**config.mk**
```make
export PLATFORM = sky130hd
export DESIGN_NAME = alu_arb
export DESIGN_NICKNAME = d
export VERILOG_FILES = /design/src/rtl/alu_pkg.sv /design/src/rtl/alu.sv /design/src/rtl/alu_arb.sv
export SDC_FILE = /design/constraint.sdc
export NUM_CORES = 1
export LEC_CHECK = 0
export ABC_AREA = 1
export CORE_ASPECT_RATIO = 1.25
export CORE_UTILIZATION = 32
export CTS_CLUSTER_DIAMETER = 100
export DETAILED_ROUTE_END_ITERATION = 10
export PLACE_DENSITY_LB_ADDON = 0.1
export SETUP_SLACK_MARGIN = 0.15
export SLEW_MARGIN = 15
export SYNTH_ARGS = -nofsm -noshare
export SYNTH_HDL_FRONTEND = slang
export SYNTH_SLANG_ARGS = --single-unit
export TNS_END_PERCENT = 1
```
**constraint.sdc**
```tcl
create_clock -name i_clk -period 3 [get_ports i_clk]
set_input_delay 0.6 -clock i_clk [delete_from_list [all_inputs] [get_ports i_clk]]
set_output_delay 0.6 -clock i_clk [all_outputs]
set_load 0.02 [all_outputs]
```
**src/rtl/alu_pkg.sv**
```systemverilog
// Shared opcode map, widths and FSM state encoding for alu and alu_arb.
package alu_pkg;
    localparam int OP_W               = 6;
    localparam int DATA_WIDTH_DEFAULT = 32;

    localparam logic [OP_W-1:0] OP_ALU_ADD = 6'h00;
    localparam logic [OP_W-1:0] OP_ALU_SUB = 6'h01;
    localparam logic [OP_W-1:0] OP_ALU_AND = 6'h02;
    localparam logic [OP_W-1:0] OP_ALU_OR  = 6'h03;
    localparam logic [OP_W-1:0] OP_ALU_XOR = 6'h04;
    localparam logic [OP_W-1:0] OP_ALU_SLL = 6'h05;
    localparam logic [OP_W-1:0] OP_ALU_SRL = 6'h06;
    localparam logic [OP_W-1:0] OP_ALU_SRA = 6'h07;
    localparam logic [OP_W-1:0] OP_ALU_SLT = 6'h08;

    typedef enum logic [1:0] {
        ST_IDLE = 2'd0,
        ST_EXEC = 2'd1,
        ST_RESP = 2'd2
    } arb_state_e;
endpackage

```
**src/rtl/alu.sv**
```systemverilog
// Combinational ALU; unknown opcodes produce zero.
module alu
    import alu_pkg::*;
#(
    parameter int DATA_WIDTH = DATA_WIDTH_DEFAULT
) (
    input  logic [OP_W-1:0]       op,
    input  logic [DATA_WIDTH-1:0] a,
    input  logic [DATA_WIDTH-1:0] b,
    output logic [DATA_WIDTH-1:0] y
);
    localparam int SH_W = $clog2(DATA_WIDTH);

    logic signed [DATA_WIDTH-1:0] a_s;
    logic signed [DATA_WIDTH-1:0] b_s;
    logic        [SH_W-1:0]       sh;

    assign a_s = a;
    assign b_s = b;
    assign sh  = b[SH_W-1:0];

    always_comb begin
        y = '0;
        case (op)
            OP_ALU_ADD: y = a + b;
            OP_ALU_SUB: y = a - b;
            OP_ALU_AND: y = a & b;
            OP_ALU_OR:  y = a | b;
            OP_ALU_XOR: y = a ^ b;
            OP_ALU_SLL: y = a << sh;
            OP_ALU_SRL: y = a >> sh;
            OP_ALU_SRA: y = a_s >>> sh;
            OP_ALU_SLT: y = {{(DATA_WIDTH-1){1'b0}}, (a_s < b_s)};
            default:    y = '0;
        endcase
    end
endmodule

```
**src/rtl/alu_arb.sv**
```systemverilog
// Two-requester front end sharing one alu, one transaction at a time.
// Define ALU_ARB_RR_EN for round-robin arbitration; otherwise requester 0 has fixed priority.
module alu_arb
    import alu_pkg::*;
#(
    parameter int NUM_REQ    = 2,
    parameter int DATA_WIDTH = DATA_WIDTH_DEFAULT
) (
    input  logic                          i_clk,
    input  logic                          i_rst,
    input  logic [NUM_REQ-1:0]            i_req_valid,
    output logic [NUM_REQ-1:0]            o_req_ready,
    input  logic [NUM_REQ*OP_W-1:0]       i_req_op,
    input  logic [NUM_REQ*DATA_WIDTH-1:0] i_req_a,
    input  logic [NUM_REQ*DATA_WIDTH-1:0] i_req_b,
    output logic [NUM_REQ-1:0]            o_rsp_valid,
    output logic [DATA_WIDTH-1:0]         o_rsp_data,
    input  logic [NUM_REQ-1:0]            i_rsp_ready
);
    arb_state_e            state;
    logic                  grant_q;
    logic                  win;
    logic                  any_valid;
    logic [OP_W-1:0]       op_q;
    logic [DATA_WIDTH-1:0] a_q;
    logic [DATA_WIDTH-1:0] b_q;
    logic [DATA_WIDTH-1:0] alu_y;

    assign any_valid = |i_req_valid;

`ifdef ALU_ARB_RR_EN
    logic ptr_q;

    // Contention goes to the pointer holder; a lone request always wins.
    always_comb begin
        win = ~i_req_valid[0];
        if (&i_req_valid) win = ptr_q;
    end
`else
    always_comb begin
        win = ~i_req_valid[0];
    end
`endif

    always_comb begin
        o_req_ready = '0;
        if (!i_rst && state == ST_IDLE && any_valid) o_req_ready[win] = 1'b1;
    end

    always_ff @(posedge i_clk) begin
        if (i_rst) begin
            state       <= ST_IDLE;
            grant_q     <= 1'b0;
            op_q        <= '0;
            a_q         <= '0;
            b_q         <= '0;
            o_rsp_valid <= '0;
            o_rsp_data  <= '0;
`ifdef ALU_ARB_RR_EN
            ptr_q       <= 1'b0;
`endif
        end else begin
            case (state)
                ST_IDLE: begin
                    if (any_valid) begin
                        grant_q <= win;
                        op_q    <= win ? i_req_op[2*OP_W-1:OP_W] : i_req_op[OP_W-1:0];
                        a_q     <= win ? i_req_a[2*DATA_WIDTH-1:DATA_WIDTH] : i_req_a[DATA_WIDTH-1:0];
                        b_q     <= win ? i_req_b[2*DATA_WIDTH-1:DATA_WIDTH] : i_req_b[DATA_WIDTH-1:0];
                        state   <= ST_EXEC;
                    end
                end
                ST_EXEC: begin
                    o_rsp_data           <= alu_y;
                    o_rsp_valid          <= '0;
                    o_rsp_valid[grant_q] <= 1'b1;
                    state                <= ST_RESP;
                end
                ST_RESP: begin
                    // Only the owning requester's ready can retire the response.
                    if (i_rsp_ready[grant_q]) begin
                        o_rsp_valid <= '0;
                        state       <= ST_IDLE;
`ifdef ALU_ARB_RR_EN
                        ptr_q       <= ~grant_q;
`endif
                    end
                end
                default: state <= ST_IDLE;
            endcase
        end
    end

    alu #(
        .DATA_WIDTH(DATA_WIDTH)
    ) u_alu (
        .op(op_q),
        .a (a_q),
        .b (b_q),
        .y (alu_y)
    );
endmodule

```
==> Implementation_results.wiki <==
{| class="wikitable"
! Metric !! Value
|-
| End point of the most critical hold path || o_rsp_valid[0]
|-
| Remaining global-route overflow || 0
|-
| RSZ-0062 raised after global routing || yes
|-
| GRT Overall Usage || 0.336
|-
| Via count normalized by instance count || 5.42
|-
| Post-DP HPWL || 62,100 um
|-
| Number of input and output port buffers inserted || 181
|-
| Main synth FF type || sky130_fd_sc_hd__dfxtp_1
|-
| Setup slack on the worst flop-to-flop path || 150 ps
|-
| Final instance area || 17,400 sq um
|-
| Hold-critical path depth || 2
|-
| Iteration-0 DRC Markers || about 1,500
|-
| Worst clock skew || 24.6 ps
|-
| Buffers and inverters on the worst path || 2
|-
| Synthesized area || 14,000 sq um
|-
| Global-route wire length before repair || 111,000 um
|-
| Critical setup path kind || register to register
|-
| Count of boundary I/O pins || 182
|-
| Post-synthesis net count || between 2,000 and 3,000
|-
| Number of antenna-violating nets in the routed design || 0
|-
| Sequential share of the synthesized area || 0.154
|-
| Max VDD drop || 0.251 mV
|-
| Largest net degree at the start of global routing || 71
|-
| Latest clock arrival within the worst-skew pair || 410 ps
|-
| PD cells || about 440 nW/um^2
|-
| Number of warnings reported in the yosys synthesis log || 0
|-
| Critical Path AT || 3130 ps
|-
| CTS tree || yes
|-
| CTS max path bufs || 2
|-
| Tightest Hold Check Type || register to register
|-
| R2r startpoint || b_q[1]
|-
| Clock sinks || about 110
|-
| RePlAce Congestion || 1.01
|-
| Layout cells sized above 1 || 0.0713
|-
| Number of different library cells in the post-synthesis netlist || 43
|-
| RR Endpoint || o_rsp_data[16]
|-
| Post-CTS clock slew at the launch and capture registers of the worst setup and hold paths || 90 ps
|-
| Wire length per cell || 22.4 um
|-
| Worst Max-Slew Pin Slew || 848 ps
|-
| Number of remaining DRC errors || 0
|-
| Die Width || 189 um
|-
| Vias in the first global route || 17,730
|-
| CTS Root Buffer Type || sky130_fd_sc_hd__clkbuf_16
|-
| Gate family responsible for the most delay along the worst path || simple AND/OR/NAND/NOR gates
|-
| Commonest non-fill, non-tap cell in the layout || sky130_fd_sc_hd__nand2_1
|-
| Sequential standard cell area || between 2000 and 2500 sq um
|-
| Synth Area per Inst || between 5 and 6 sq um
|-
| Total wire length after detailed routing || 75,500 um
|-
| Worst min-delay path startpoint || o_rsp_valid[0]
|-
| Critical path, cell by cell || inv_2 -> buf_12 -> nand3_1 -> nand3_1 -> nand2_1 -> o21ai_0 -> nor2_1 -> nor2_1 -> nand3_1 -> nand2_1 -> a21oi_1
|-
| H-tree depth reported by CTS || 3
|-
| Die Y || between 200 and 250 um
|-
| Critical path peak fanout || 60
|-
| # setup viols final || 0
|-
| Number of flops mapped to enable cells by yosys || 0
|-
| Dpl cell area || about 17,000 sq um
|-
| Post-CTS repair timing setup buffer count || 0
|-
| Number of standard-cell rows in the floorplan || 85
|-
| Number of filler cells placed in the layout || 4,932
|-
| Post-CTS Hold Fix Bufs || 0
|-
| Final worst path period need || 2850 ps
|-
| Worst path slowest cell || sky130_fd_sc_hd__o21ai_0
|-
| Final-layout setup total negative slack || 0 ps
|-
| Highest clock rate || around 350 MHz
|-
| Required time worst endpoint || 3270 ps
|-
| Synthesis-to-finish area growth || 24.9%
|-
| Ant. Diodes || 0
|-
| Total iterations of the first detailed-routing run || 6
|-
| Total CTS buffers || 9
|-
| Worst reg2reg path depth || 11
|-
| Outcome || complete, no violations
|-
| Via total after detailed routing || 18,266
|-
| Leading cell types in the layout, fill and taps excluded || 985 x sky130_fd_sc_hd__nand2_1, 372 x sky130_fd_sc_hd__nand3_1, 278 x sky130_fd_sc_hd__inv_1
|-
| Biggest cell delay along the critical path || 560 ps
|-
| Slew Limit Headroom || 0.435
|-
| Max-cap violations || 0
|-
| Initial cell density of the core || 0.324
|-
| Final Max Tran Viols || 0
|-
| Critical Path Start Type || register
|-
| Area of the multi-input gates || 10,200 sq um
|-
| Post-synthesis cell count || 2,585
|-
| Initial antenna violation count || 0
|-
| Number of storage elements in the synthesis netlist || 107
|-
| Share of flip-flops with an asynchronous set or reset after synthesis || 0
|-
| Floorplan die area || around 44,000 sq um
|-
| Post-layout nets || 3,047
|-
| Kind of end point of the critical path || register
|-
| Leakage power summed over all cells || 8.35 nW
|-
| Post-route fraction of the period consumed by the critical path || 0.952
|-
| CORE AREA || 43,100 sq um
|-
| Cell mode on critical path || sky130_fd_sc_hd__nand3_1
|-
| Hold violation total from the final report || 0
|-
| Fraction of the core area covered by cells at the end of the flow || 0.405
|}
==> report_power, final <==
| part | internal (mW) | switching (mW) | total, mW |
|---|---|---|---|
| logic | 1.56 | 3.14 | 4.70 |
| clock network | 0.581 | 0.683 | 1.26 |
| registers | 1.56 | 0.105 | 1.66 |
| total | 3.70 | 3.93 | 7.62 |
==> repair_timing <==
item | 4_1_cts | 5_1_grt
resized for setup | 1 | 3
setup endpoints to repair | 2 | 8
gates cloned | 0 | 0
==> tightest hold or removal path, cell delays in order (launching register included) <==
cell	delay (ps)
sky130_fd_sc_hd__dfxtp_1	320
sky130_fd_sc_hd__nand2_1	60
sky130_fd_sc_hd__a21oi_1	50
==> through the flow <==
step | total power [mW] | setup WS (ps) | cells | hold WS [ps]
floorplan | 4.32 | 535 | 2585 | 487
global placement | 6.29 | 70.2 | 3356 | 457
detailed placement | 6.29 | 85.6 | 3356 | 460
CTS | 7.57 | 127 | 3371 | 475
global route | 8.08 | 51.1 | 3371 | 491
finish | 7.62 | 145 | 3371 | 468
==> synthesized netlist by cell type (2+ instances only) <==
cell / count / share of area
sky130_fd_sc_hd__xor2_1: 4 / 0.0025
sky130_fd_sc_hd__nor2_1: 189 / 0.051
sky130_fd_sc_hd__and3_1: 2 / 0.00090
sky130_fd_sc_hd__or2_2: 6 / 0.0027
sky130_fd_sc_hd__a221oi_1: 2 / 0.0013
sky130_fd_sc_hd__o21bai_1: 14 / 0.0075
sky130_fd_sc_hd__ha_1: 97 / 0.087
sky130_fd_sc_hd__nor3_1: 20 / 0.0072
sky130_fd_sc_hd__clkinv_1: 3 / 0.00081
sky130_fd_sc_hd__o21ai_1: 5 / 0.0018
sky130_fd_sc_hd__a21oi_1: 122 / 0.044
sky130_fd_sc_hd__o21ai_0: 67 / 0.024
sky130_fd_sc_hd__o221ai_1: 3 / 0.0019
sky130_fd_sc_hd__and2_1: 15 / 0.0067
sky130_fd_sc_hd__clkbuf_1: 44 / 0.012
sky130_fd_sc_hd__o211ai_1: 91 / 0.049
sky130_fd_sc_hd__buf_4: 11 / 0.0059
sky130_fd_sc_hd__inv_1: 278 / 0.075
sky130_fd_sc_hd__mux2i_1: 5 / 0.0036
sky130_fd_sc_hd__nor2_2: 4 / 0.0018
sky130_fd_sc_hd__nor2_4: 11 / 0.0089
sky130_fd_sc_hd__buf_1: 18 / 0.0048
sky130_fd_sc_hd__nand3_2: 3 / 0.0022
sky130_fd_sc_hd__buf_2: 44 / 0.016
sky130_fd_sc_hd__nand4_1: 28 / 0.013
sky130_fd_sc_hd__o22ai_1: 9 / 0.0040
sky130_fd_sc_hd__inv_2: 8 / 0.0022
sky130_fd_sc_hd__o2111ai_1: 2 / 0.0013
sky130_fd_sc_hd__fa_1: 2 / 0.0029
sky130_fd_sc_hd__nand3_1: 373 / 0.13
sky130_fd_sc_hd__dfxtp_1: 107 / 0.15
sky130_fd_sc_hd__a22oi_1: 3 / 0.0016
sky130_fd_sc_hd__nand2_1: 985 / 0.26
==> logic make-up after synthesis <==
group                    after synthesis  synth area share
adder cells (fa/ha/maj)               99            0.0898
multiplexers                           5           0.00359
XOR/XNOR                               5           0.00314
AND/OR/NAND/NOR                     1640             0.495
buffers and inverters                409             0.117
AO/OA/AOI/OAI                        320             0.137
flip-flops                           107             0.154
==> sequential cells by signal, summed over array words and instances (netlist names) <==
signal and count:
o_rsp_valid 2, grant_q 1, b_q 32, state 2, o_rsp_data 32, op_q 6, a_q 32
==> cell type report <==
class,count,area share
Multi-Input combinational cell,2069,0.584
Timing Repair Buffer,324,0.173
Sequential cell,107,0.123
Inverter,291,0.0629
Tap cell,565,0.0406
Clock buffer,9,0.0129
Clock inverter,6,0.00352
==> worst max-delay path by stage <==
stage | start | endpoint | slack, ps | cells after the start
floorplan | b_q[2] | o_rsp_data[23] | 530 | 19
global placement | i_req_valid[0] | o_req_ready[1] | 70 | 7
detailed placement | i_req_valid[0] | o_req_ready[1] | 90 | 7
CTS | i_req_valid[0] | o_req_ready[0] | 130 | 7
global route | b_q[1] | o_rsp_data[16] | 50 | 11
finish | b_q[1] | o_rsp_data[16] | 150 | 11
==> metal layers <==
metal / routed length (um) / GRT usage / vias to the layer above / part of all wire
li1: - / - / 8789 / -
met1: 30800 / 0.412 / 8609 / 0.41
met2: 36900 / 0.588 / 717 / 0.49
met3: 3600 / 0.0186 / 151 / 0.048
met4: 4180 / 0.175 / 0 / 0.055
met5: 0 / 0 / - / 0
Note: power is estimated with default switching activity, not from simulation.
==> RTL edit 1: new RTL, same settings <==
The option `ALU_ARB_RR_EN` is turned on by a define.
--- a/src/rtl/alu_arb.sv
+++ b/src/rtl/alu_arb.sv
@@ -1,5 +1,7 @@
 // Two-requester front end sharing one alu, one transaction at a time.
 // Define ALU_ARB_RR_EN for round-robin arbitration; otherwise requester 0 has fixed priority.
+`define ALU_ARB_RR_EN
+
 module alu_arb
     import alu_pkg::*;
 #(
Behaviour: not the same (Yosys sat finds a counterexample within 4 cycles, from zero or initial values and one cycle with i_rst high).
==> RTL edit 1 against the original RTL <==
  * Hold slack about the same
  * Wire length decreased by 4.4%
  * Global-route usage decreased by 1.7 points
  * Total power is 2.7% higher
  * Synthesized cell count increased by 2.2%
  * Final area is 0.32% higher
  * Setup slack improved by 0.10 ns
  * Register-to-register slack better by 0.14 ns
  * Synthesized area grew 0.99%
  * Critical path depth is 5 lower
  * Sequential cell count grew 1
  * Maximum frequency increased by 3.8%
  * Clock skew down 0.0079 ns
  * Largest power group unchanged
  * Highest routed layer unchanged
==> RTL edit 1: results (changes against the original RTL) <==
Outcome = complete, no violations
Number of global-route vias before repair = 17,193 (-3.0%)
Synth Instances = 2,641 (+2.2%)
Top post-synthesis cells by area = nand2_1 27%, dfxtp_1 15%, nand3_1 15%
CTS max path bufs = 2 (unchanged)
Routability congestion estimate from global placement = 1.05 (+4.0%)
DRT Pass-1 Iters = 7 (+1)
Largest net degree at the start of global routing = 72 (+1.4%)
Power Total = 7830 uW (+2.7%)
Highest ir drop seen on vdd = 0.000329 V (+31%)
Vias = 18,178 (-0.48%)
Max Fanout on Critical Path = 3 (-95%)
Critical path's top delay family = buffers and inverters
Placed Cells = 3,402 (+1.4%)
Critical Path Max Stage Delay = 0.48 ns (-0.08 ns)
Worst Path Arrival = 2.15 ns (-0.98 ns)
Rel. slew slack = 48.6% (+5.1 points)
Top post-synthesis cells by count = 1,009 x nand2_1, 417 x nand3_1, 305 x inv_1, 195 x nor2_1, 108 x dfxtp_1
Fraction of layout cells with a size suffix above 1 = 6.83% (-0.29 points)
Nets@finish = 3,093 (+1.5%)
Post-synthesis sequential area ratio = 15.3% (about the same)
Placed cell area = 17,200 um^2 (+0.18%)
WL/cell = 21.1 um (-5.7%)
CP max-delay cell = clkdlybuf4s50_1
GRT Resource Usage Total = 31.9% (-1.7 points)
Leak Pwr = 0.00860 uW (+3.0%)
Reg2reg path depth = 13 (+2)
Drt initial violations = 1,732 (+18%)
Sw frac = 51.9% (+0.38 points)
Dpl ws = -0.0493 ns (-0.135 ns)
Synth Net Count = 2,886 (+2.0%)
Comb pwr = 4820 uW (+3%)
DPL Wire Length = 59,200 um (-4.6%)
Number of library cell types mapped by synthesis = 46 (+7.0%)
Final Skew = 0.0167 ns (-0.00787 ns)
Global-route wire length before repair = 106,000 um (-4.4%)
Vias/cell = 5.32 (-1.9%)
## RTL edit 1: cell types whose count changed in the layout (fill, tap and decap cells not counted), sizes merged, moves of 5 or more
cell    delta
nand3b     +5
o211ai    -22
a21oi     -17
inv       +21
nand2     +25
nand3     +40
mux2i      -5
o22ai      +8
o21ai     -11
## RTL edit 1: repair_timing
item	CTS	global route
gates cloned	0	0
pin swaps	0	0
endpoints found under the hold margin	0	0
gates resized for setup	2	6
endpoints found under the setup margin	2	7
setup buffers	0	0
## RTL edit 1: kinds of logic (layout without fill, tap and decap cells)
logic type / count (synthesis) / count (layout) / synth area share [%]
buffers and inverters: 437 / 649 / 12.5
xor gates and xnor gates: 4 / 4 / 0.249
DFF: 108 / 108 / 15.3
and+or+nand+nor: 1713 / 1713 / 51.1
adders and majority gates: 99 / 99 / 8.90
AOI/OAI and AO/OA: 280 / 280 / 11.9
## RTL edit 1: cell type report
type / instances / area [um^2]
flip-flops and latches: 108 / 2170
clock buffers: 9 / 225
multi-input cells: 2096 / 10200
well taps: 565 / 707
repair buffers: 323 / 2940
clock inverters: 7 / 78.8
inverters: 310 / 1160
fillers: 4830 / 25800
## RTL edit 1: layer usage
metal | vias up | part of all wire (%) | GRT usage [%] | routed length [um]
met5 | - | 0 | 0 | 0
met3 | 142 | 5.5 | 3.38 | 3940
met4 | 0 | 5.0 | 16.0 | 3630
met1 | 8448 | 42 | 39.7 | 30100
met2 | 684 | 48 | 54.3 | 34500
li1 | 8904 | - | - | -
## RTL edit 1: worst paths after layout
kind / start / endpoint / slack, ns
setup / recovery: i_req_valid[1] / o_req_ready[0] / 0.25
hold / removal: o_rsp_data[27] / o_rsp_data[27] / 0.47
setup reg to reg: a_q[26] / o_rsp_data[0] / 0.29
hold reg to reg: o_rsp_data[27] / o_rsp_data[27] / 0.47
==> RTL edit 2: new RTL, config.mk and constraints unchanged <==
Without the edit above. Remove the case item `OP_ALU_ADD` of the case on `op`.
--- a/src/rtl/alu.sv
+++ b/src/rtl/alu.sv
@@ -22,7 +22,6 @@
     always_comb begin
         y = '0;
         case (op)
-            OP_ALU_ADD: y = a + b;
             OP_ALU_SUB: y = a - b;
             OP_ALU_AND: y = a & b;
             OP_ALU_OR:  y = a | b;
Behaviour: not the same (a bounded check fails within 4 cycles, from zero or initial values and one cycle with i_rst high).
==> RTL edit 2 against the original RTL <==
  * Final area shrank 14%
  * Sequential share of layout area is 2.0 points higher
  * Via count shrank 19%
  * Combinational power is 21% lower
  * Wire length down 19%
  * Sequential cell count unchanged
  * Count of clock-buffer cells in the layout grew 1
  * Die area is 13% lower
  * Setup slack better by 0.18 ns
  * Total power down 10%
  * Maximum frequency rose by 6.6%
  * Synthesized area decreased by 13%
  * Critical path type is now input pin to output pin
  * Critical endpoint is now o_req_ready[1]
==> RTL edit 2: results (changes against the original RTL) <==
DPL Wire Length = 49,900 um (-20%)
Reg2reg start = a_q[0]
Leak Pwr = 0.00707 uW (-15%)
Global-route wire length before repair = 91,600 um (-17%)
WL/cell = 22.1 um (-1.4%)
Fraction of layout cells with a size suffix above 1 = 6.15% (-0.97 points)
Highest ir drop seen on vdd = 0.000336 V (+34%)
GRT Resource Usage Total = 32.3% (-1.3 points)
Worst Path Arrival = 2.08 ns (-1.05 ns)
Routability congestion estimate from global placement = 0.939 (-6.6%)
DRT met1 WL = 24,500 um (-20%)
DRT Pass-1 Iters = 5 (-1)
Nets@finish = 2,530 (-17%)
Synth Net Count = 2,371 (-16%)
Top post-synthesis cells by count = 795 x nand2_1, 362 x nand3_1, 216 x inv_1, 119 x nor2_1, 107 x dfxtp_1
Outcome = complete, no violations
Drt initial violations = 1,015 (-31%)
Met2 GRT Util = 59.4% (+0.62 points)
Top post-synthesis cells by area = nand2_1 25%, dfxtp_1 18%, nand3_1 15%
WS Path Type = input pin to output pin
Finished Layout Cells = 2,777 (-18%)
GR Util met1 = 37.6% (-3.5 points)
Number of library cell types mapped by synthesis = 53 (+23%)
Hold EP = o_rsp_data[28]
Crit path launch = i_req_valid[0]
Reg2reg path depth = 16 (+5)
Final Skew = 0.0101 ns (-0.0145 ns)
Metal2 WL = 31,500 um (-15%)
H-tree Lvls = 3 (unchanged)
Syn Area/Cell = 5.72 um^2 (+5.9%)
Max Fanout on Critical Path = 3 (-95%)
Met3 wire len = 2670 um (-26%)
Worst Hold Launch = o_rsp_data[28]
CP endpoint = o_req_ready[1]
Largest net degree at the start of global routing = 72 (+1.4%)
==> RTL edit 2: cell types whose count changed in the layout (fill, tap and decap cells not counted), sizes merged, moves of 8 or more <==
cell	before	now
o21ai	72	50
nand2	987	809
a21oi	122	76
and2	15	2
o22ai	9	1
o21bai	14	4
nor2	204	132
nand3	377	367
o211ai	91	82
nand4	28	14
inv	290	237
buf	143	64
==> RTL edit 2: metrics by stage <==
step	setup slack [ns]	cell area [um^2]	utilization (%)	hold WS, ns
after global routing	0.0581	15000	40.2	0.483
after global placement	0.0278	14700	39.2	0.456
after detailed placement	0.0541	14700	39.2	0.457
final	0.321	15000	40.2	0.468
after CTS	0.0909	15000	40.2	0.470
after floorplan	0.679	12200	-	0.474
==> RTL edit 2: cells by family after synthesis <==
logic type,after synthesis,synth area share [%]
xor gates and xnor gates,1,0.0720
DFF,107,17.6
adders and majority gates,98,10.1
and+or+nand+nor,1354,48.2
buffers and inverters,335,11.9
AOI/OAI and AO/OA,232,12.1
==> RTL edit 2: worst max-delay path, stage by stage <==
cell,delay (ns)
clkdlybuf4s50_1,0.48
o21ai_0,0.13
nor2_1,0.20
nand2_1,0.15
inv_2,0.16
dlygate4sd2_1,0.35
==> RTL edit 2: where the power goes <==
group / internal [uW] / switching (uW) / total (uW) / leakage (uW)
Sequential: 1540 / 108 / 1650 / 0.000877
Clock: 850 / 655 / 1510 / 0.000175
Combinational: 1190 / 2510 / 3700 / 0.00602
==> RTL edit 2: area by class of cell <==
class,instances,area (um^2)
fill,4198,22400
multi-input combinational,1685,8570
timing repair buffer,245,2420
sequential,107,2140
inverter,238,911
tap,486,608
clock buffer,10,239
clock inverter,6,119
